### src/rtl/i2s_rx_slave_stream.sv
// i2s_rx_slave_stream
//   Slave I2S / left-justified receiver running directly on the codec bit
//   clock. It deserialises one DATA_W-bit word per lrck slot, MSB first, and
//   presents each completed left+right pair on a valid/ready stream.
//
// Ports:
//   bclk       in   bit clock, all logic on the rising edge
//   rst        in   synchronous reset, active-high
//   lrck       in   word select, 0 = left, 1 = right
//   sdata      in   serial data, MSB first
//   out_ready  in   downstream ready
//   clr_err    in   one-cycle pulse clearing the sticky flags
//   out_valid  out  stereo pair available
//   out_left   out  left sample
//   out_right  out  right sample
//   overrun    out  sticky, a pair was dropped while out_valid was held
//   short_err  out  sticky, a slot ended before DATA_W bits were captured
//   synced     out  receiver has seen its first left slot
//   dbg_state  out  current framing state (SYNC=0, LEFT=1, RIGHT=2)
//
// Stream handshake: a transfer happens on every rising edge where
// out_valid and out_ready are both 1. out_left/out_right never change while
// out_valid=1 and out_ready=0; a pair finishing in that situation is dropped.

module i2s_rx_slave_stream #(
    parameter int DATA_W = 16,
    parameter int MODE   = 0,
    parameter int CNT_W  = 6
) (
    input  logic              bclk,
    input  logic              rst,
    input  logic              lrck,
    input  logic              sdata,
    input  logic              out_ready,
    input  logic              clr_err,
    output logic              out_valid,
    output logic [DATA_W-1:0] out_left,
    output logic [DATA_W-1:0] out_right,
    output logic              overrun,
    output logic              short_err,
    output logic              synced,
    output logic [1:0]        dbg_state
);

    typedef enum logic [1:0] {
        ST_SYNC  = 2'd0,
        ST_LEFT  = 2'd1,
        ST_RIGHT = 2'd2
    } state_e;

    state_e             state_q;
    logic               lrck_q;
    logic               edge_q;
    logic               active_q, active_d;
    logic               chan_q, chan_d;
    logic [CNT_W-1:0]   cnt_q, cnt_d;
    logic [DATA_W-1:0]  shreg_q, shreg_d;
    logic [DATA_W-1:0]  left_hold_q;

    logic               edge_now;
    logic               fall_now;
    logic               locked;
    logic               start;
    logic               word_done;
    logic               short_evt;
    logic [DATA_W-1:0]  word_val;
    logic               pair_done;

    assign edge_now = lrck ^ lrck_q;
    assign fall_now = edge_now & ~lrck;
    // The SYNC->LEFT edge itself already counts as locked so that in
    // left-justified mode the MSB sampled on that edge is not lost.
    assign locked   = (state_q != ST_SYNC) | fall_now;

    // Philips framing starts one bclk after the edge, left-justified on it.
    generate
        if (MODE == 1) begin : g_lj
            assign start = edge_now & locked;
        end else begin : g_i2s
            assign start = edge_q & (state_q != ST_SYNC);
        end
    endgenerate

    // Bits are written straight into their final position, so a word cut
    // short is already left-aligned with zero LSBs.
    always_comb begin
        shreg_d   = shreg_q;
        cnt_d     = cnt_q;
        active_d  = active_q;
        chan_d    = chan_q;
        word_done = 1'b0;
        short_evt = 1'b0;
        word_val  = '0;
        if (start) begin
            if (active_q) begin
                word_done = 1'b1;
                short_evt = 1'b1;
                word_val  = shreg_q;
            end
            shreg_d             = '0;
            shreg_d[DATA_W-1]   = sdata;
            cnt_d               = CNT_W'(1);
            active_d            = 1'b1;
            chan_d              = lrck;
        end else if (active_q) begin
            for (int i = 0; i < DATA_W; i++) begin
                if (i == DATA_W - 1 - int'(cnt_q)) begin
                    shreg_d[i] = sdata;
                end
            end
            cnt_d = cnt_q + CNT_W'(1);
            if (cnt_q == CNT_W'(DATA_W - 1)) begin
                word_done = 1'b1;
                word_val  = shreg_d;
                active_d  = 1'b0;
            end
        end
    end

    // A finished word always belongs to the capture in flight (chan_q).
    assign pair_done = word_done & chan_q;

    always_ff @(posedge bclk) begin
        if (rst) begin
            state_q     <= ST_SYNC;
            lrck_q      <= 1'b0;
            edge_q      <= 1'b0;
            active_q    <= 1'b0;
            chan_q      <= 1'b0;
            cnt_q       <= '0;
            shreg_q     <= '0;
            left_hold_q <= '0;
            out_valid   <= 1'b0;
            out_left    <= '0;
            out_right   <= '0;
            overrun     <= 1'b0;
            short_err   <= 1'b0;
            synced      <= 1'b0;
        end else begin
            lrck_q   <= lrck;
            edge_q   <= edge_now;
            active_q <= active_d;
            chan_q   <= chan_d;
            cnt_q    <= cnt_d;
            shreg_q  <= shreg_d;

            case (state_q)
                ST_SYNC: begin
                    if (fall_now) begin
                        state_q <= ST_LEFT;
                        synced  <= 1'b1;
                    end
                end
                ST_LEFT: begin
                    if (edge_now && lrck) begin
                        state_q <= ST_RIGHT;
                    end
                end
                ST_RIGHT: begin
                    if (fall_now) begin
                        state_q <= ST_LEFT;
                    end
                end
                default: state_q <= ST_SYNC;
            endcase

            if (word_done && !chan_q) begin
                left_hold_q <= word_val;
            end

            // A new pair may replace the old one on the very edge the old
            // one is accepted; otherwise it is dropped and flagged.
            if (pair_done) begin
                if (!out_valid || out_ready) begin
                    out_valid <= 1'b1;
                    out_left  <= left_hold_q;
                    out_right <= word_val;
                end
            end else if (out_valid && out_ready) begin
                out_valid <= 1'b0;
            end

            // Set events take priority over a simultaneous clear.
            if (pair_done && out_valid && !out_ready) begin
                overrun <= 1'b1;
            end else if (clr_err) begin
                overrun <= 1'b0;
            end

            if (short_evt) begin
                short_err <= 1'b1;
            end else if (clr_err) begin
                short_err <= 1'b0;
            end
        end
    end

    assign dbg_state = state_q;

endmodule
### config.mk
export PLATFORM = sky130hd
export DESIGN_NAME = i2s_rx_slave_stream
export DESIGN_NICKNAME = d
export VERILOG_FILES = /design/src/rtl/i2s_rx_slave_stream.sv
export SDC_FILE = /design/constraint.sdc
export NUM_CORES = 1
export LEC_CHECK = 0
export CAP_MARGIN = 20
export CORE_MARGIN = 2
export CORE_UTILIZATION = 25
export DETAILED_ROUTE_END_ITERATION = 8
export DONT_BUFFER_PORTS = 1
export HOLD_SLACK_MARGIN = 0.1
export MAX_ROUTING_LAYER = met4
export PLACE_DENSITY = 0.36
export SYNTH_ARGS = -nofsm -noshare
export SYNTH_HDL_FRONTEND = slang
export SYNTH_SLANG_ARGS = --single-unit
### constraint.sdc
create_clock -name bclk -period 1.8 [get_ports bclk]
set_input_delay 0.36 -clock bclk [delete_from_list [all_inputs] [get_ports bclk]]
set_output_delay 0.36 -clock bclk [all_outputs]
set_load 0.005 [all_outputs]
==> results.sh <==
export IMPL_outcome="completed"
export IMPL_finalHoldViolations=0
export IMPL_cts_buffers=9
export IMPL_arrival_ns=1.91
export IMPL_synth_top_area_cell="dfxtp_1"
export IMPL_cp_slowest_stage_delay_ns=0.38
export IMPL_ir_worst_vdd_mv=0.3784
export IMPL_max_cap_viol_count=0
export IMPL_grt_max_degree=37
export IMPL_slew_headroom_pct=63.30
export IMPL_die_h_microns=121.7
export IMPL_fin_crit_ns=1.641
export IMPL_start_util_pct=25.24
export IMPL_final_core_util_pct=30.07
export IMPL_syn_area_per_cell_sq_um=9.114
export IMPL_worstSetupPathType="reg2reg"
export IMPL_worst_path_stages=5
export IMPL_drt_pass1_iterations=4
export IMPL_finalNetCount=395
export IMPL_p_leak_nw=1.501
export IMPL_grt_remaining_overflow=0
export IMPL_cts_max_level=3
export IMPL_slew_violations=0
export IMPL_dp_hpwl_microns=6281
export IMPL_setup_violations=0
export IMPL_cts_sinks=80
export IMPL_grt_pass1_wl_microns=15170
export IMPL_core_sq_um=13720
export IMPL_antenna_found_initial=0
export IMPL_reg2regPathDepth=5
export IMPL_synth_ff_type="dfxtp_1"
export IMPL_async_reset_ff_share_pct=0
export IMPL_required_ns=2.07
export IMPL_wl_per_cell_microns=16.45
export IMPL_finalWirelength_microns=9344
export IMPL_vias_per_cell=4.840
export IMPL_yosysMostFrequentCell="dfxtp_1"
export IMPL_netlist_area_sq_um=3463
export IMPL_final_cells=568
export IMPL_synth_area_top_cells="dfxtp_1 (46%), mux2i_1 (7.5%), a211oi_1 (5.4%)"
export IMPL_synth_edf_count=0
export IMPL_die_area_sq_um=14810
export IMPL_power_density_nw_per_um2=948.0
export IMPL_gp_congestion=0.7303
export IMPL_yosysTopAreaCellShare_pct=46.24
export IMPL_area_growth_synth_to_final_pct=19.11
export IMPL_cp_max_fo=13
export IMPL_worstHoldPathCells=2
export IMPL_place_inst=551
export IMPL_yosys_cell_types_count=44
export IMPL_path_cells="buf_4 -> nor4b_2 -> and2_2 -> a21oi_1 -> a211oi_1"
export IMPL_track_usage_pct=13.88
export IMPL_drt_iter0_markers=166
export IMPL_synth_warnings=0
export IMPL_cp_num_buf_inv=1
export IMPL_syn_inst=380
export IMPL_seq_area_frac_synth_pct=46.24
export IMPL_postCtsSetupBuffers=0
export IMPL_setup_tns_ns=0
export IMPL_ant_nets=0
export IMPL_num_vias=2749
export IMPL_clk_latency_ns=0.35
export IMPL_die_w_microns=121.7
export IMPL_fin_crit_sh_pct=91.17
export IMPL_mappedNetlistNets=392
export IMPL_n_antenna_cell=0
export IMPL_portBuffers=0
export IMPL_grt_pass1_vias=2738
export IMPL_root_buffer="clkbuf_16"
export IMPL_drive_gt1_share_pct=15.72
export IMPL_worst_pin_slew_ns=0.5463
export IMPL_yosys_top_cells_count="dfxtp_1 (80), nor2_1 (43), a21oi_1 (30)"
export IMPL_fmax_mhz=609.4
export IMPL_synth_seq_cells=80
export IMPL_path_clk_slew_ns=0.06
export IMPL_cts_tree="built"
export IMPL_slowest_stage="nor4b_2"
export IMPL_worstSetupStartpointType="register"
export IMPL_endpoint_kind="register"
export IMPL_cp_top_family="simple AND/OR/NAND/NOR gates"
export IMPL_row_count=43
export IMPL_finalClockSkew_ns=0.009958
export IMPL_io_pins=44
export IMPL_hp_class="in2reg"
export IMPL_drc=0
export IMPL_clockBufferDepth=2
power by group:
| part | switching, W | internal (W) |
|---|---|---|
| combinational | 0.0000778 | 0.0000376 |
| clock | 0.000783 | 0.00122 |
| sequential | 0.0000102 | 0.00178 |
| total | 0.000871 | 0.00304 |
worst paths after layout:
path / startpoint / to / slack [ns]
min reg2reg: out_left[11]$_SDFFE_PP0P_ / out_left[11]$_SDFFE_PP0P_ / 0.48
max reg2reg: cnt_q[3]$_SDFFE_PP0P_ / out_right[9]$_SDFFE_PP0P_ / 0.16
max: cnt_q[3]$_SDFFE_PP0P_ / out_right[9]$_SDFFE_PP0P_ / 0.16
min: sdata / shreg_q[12]$_SDFFE_PP0P_ / 0.16
final cells by class:
| class | count | area (sq um) |
|---|---|---|
| Timing Repair Buffer | 27 | 252.7 |
| Tap cell | 180 | 225.2 |
| Clock buffer | 10 | 229.0 |
| Fill cell | 1441 | 9594 |
| Inverter | 6 | 22.52 |
| Sequential cell | 80 | 1602 |
| Multi-Input combinational cell | 259 | 1704 |
| Clock inverter | 6 | 90.09 |
placed cells by master, fill, tap and decap left out, drive strengths merged, types with 2 or more instances in the layout:
master,instances
or4,2
nand3,19
a211oi,25
a31o,8
nor4b,2
nor3,2
nor2,43
xnor2,2
buf,27
dfxtp,80
bufinv,2
clkbuf,10
mux2i,26
and2,2
nand2b,7
a32oi,4
a21oi,30
inv,8
o21ai,7
o211ai,5
nor2b,5
a31oi,6
o221ai,4
a41oi,4
ha,6
nand4,7
nand2,30
xor2,3
timing repair:
| action | CTS | global route |
|---|---|---|
| hold endpoints to repair | 36 | 0 |
| hold buffers | 1 | 0 |
| resized for setup | 0 | 4 |
| endpoints found under the setup margin | 0 | 12 |
worst reg2reg max path: cells and delay by family (launching register included):
| family | cells | cell delay (ns) |
|---|---|---|
| buf+inv | 1 | 0.20 |
| simple gates | 2 | 0.63 |
| compound gates | 2 | 0.38 |
| flops | 1 | 0.35 |
sequential cells by signal (all words and copies together), names as in the netlist:
register,flops
active_q,1
chan_q,1
cnt_q,6
dbg_state,2
edge_q,1
left_hold_q,16
lrck_q,1
out_left,16
out_right,16
out_valid,1
overrun,1
short_err,1
shreg_q,16
synced,1
stage by stage:
stage / setup WS [ns] / total power [W] / hold slack, ns / area, sq um
finish: 0.1590 / 0.003911 / 0.1615 / 4125
global placement: 0.07205 / 0.001928 / 0.4348 / 3766
CTS: 0.05565 / 0.003970 / 0.1505 / 4105
detailed placement: 0.07015 / 0.001928 / 0.4358 / 3766
floorplan: 0.2661 / 0.001909 / 0.4438 / 3463
global route: -0.02000 / 0.004061 / 0.1525 / 4125
routing by layer:
layer,GRT usage (%),up-vias,share of wire (%)
met3,4.682,12,5.2
li1,-,1374,-
met4,5.316,0,1.7
met2,19.31,50,43
met1,18.50,1313,50
met5,-,-,0
kinds of logic after synthesis:
logic type / share of synthesized area [%]
multiplexers: 7.514
buffers and inverters: 5.130
XOR/XNOR: 1.265
AND/OR/NAND/NOR: 18.68
adder cells (fa/ha/maj): 2.168
AO/OA/AOI/OAI: 19.00
flip-flops: 46.24
No activity file was read; power rests on OpenSTA's default activity.
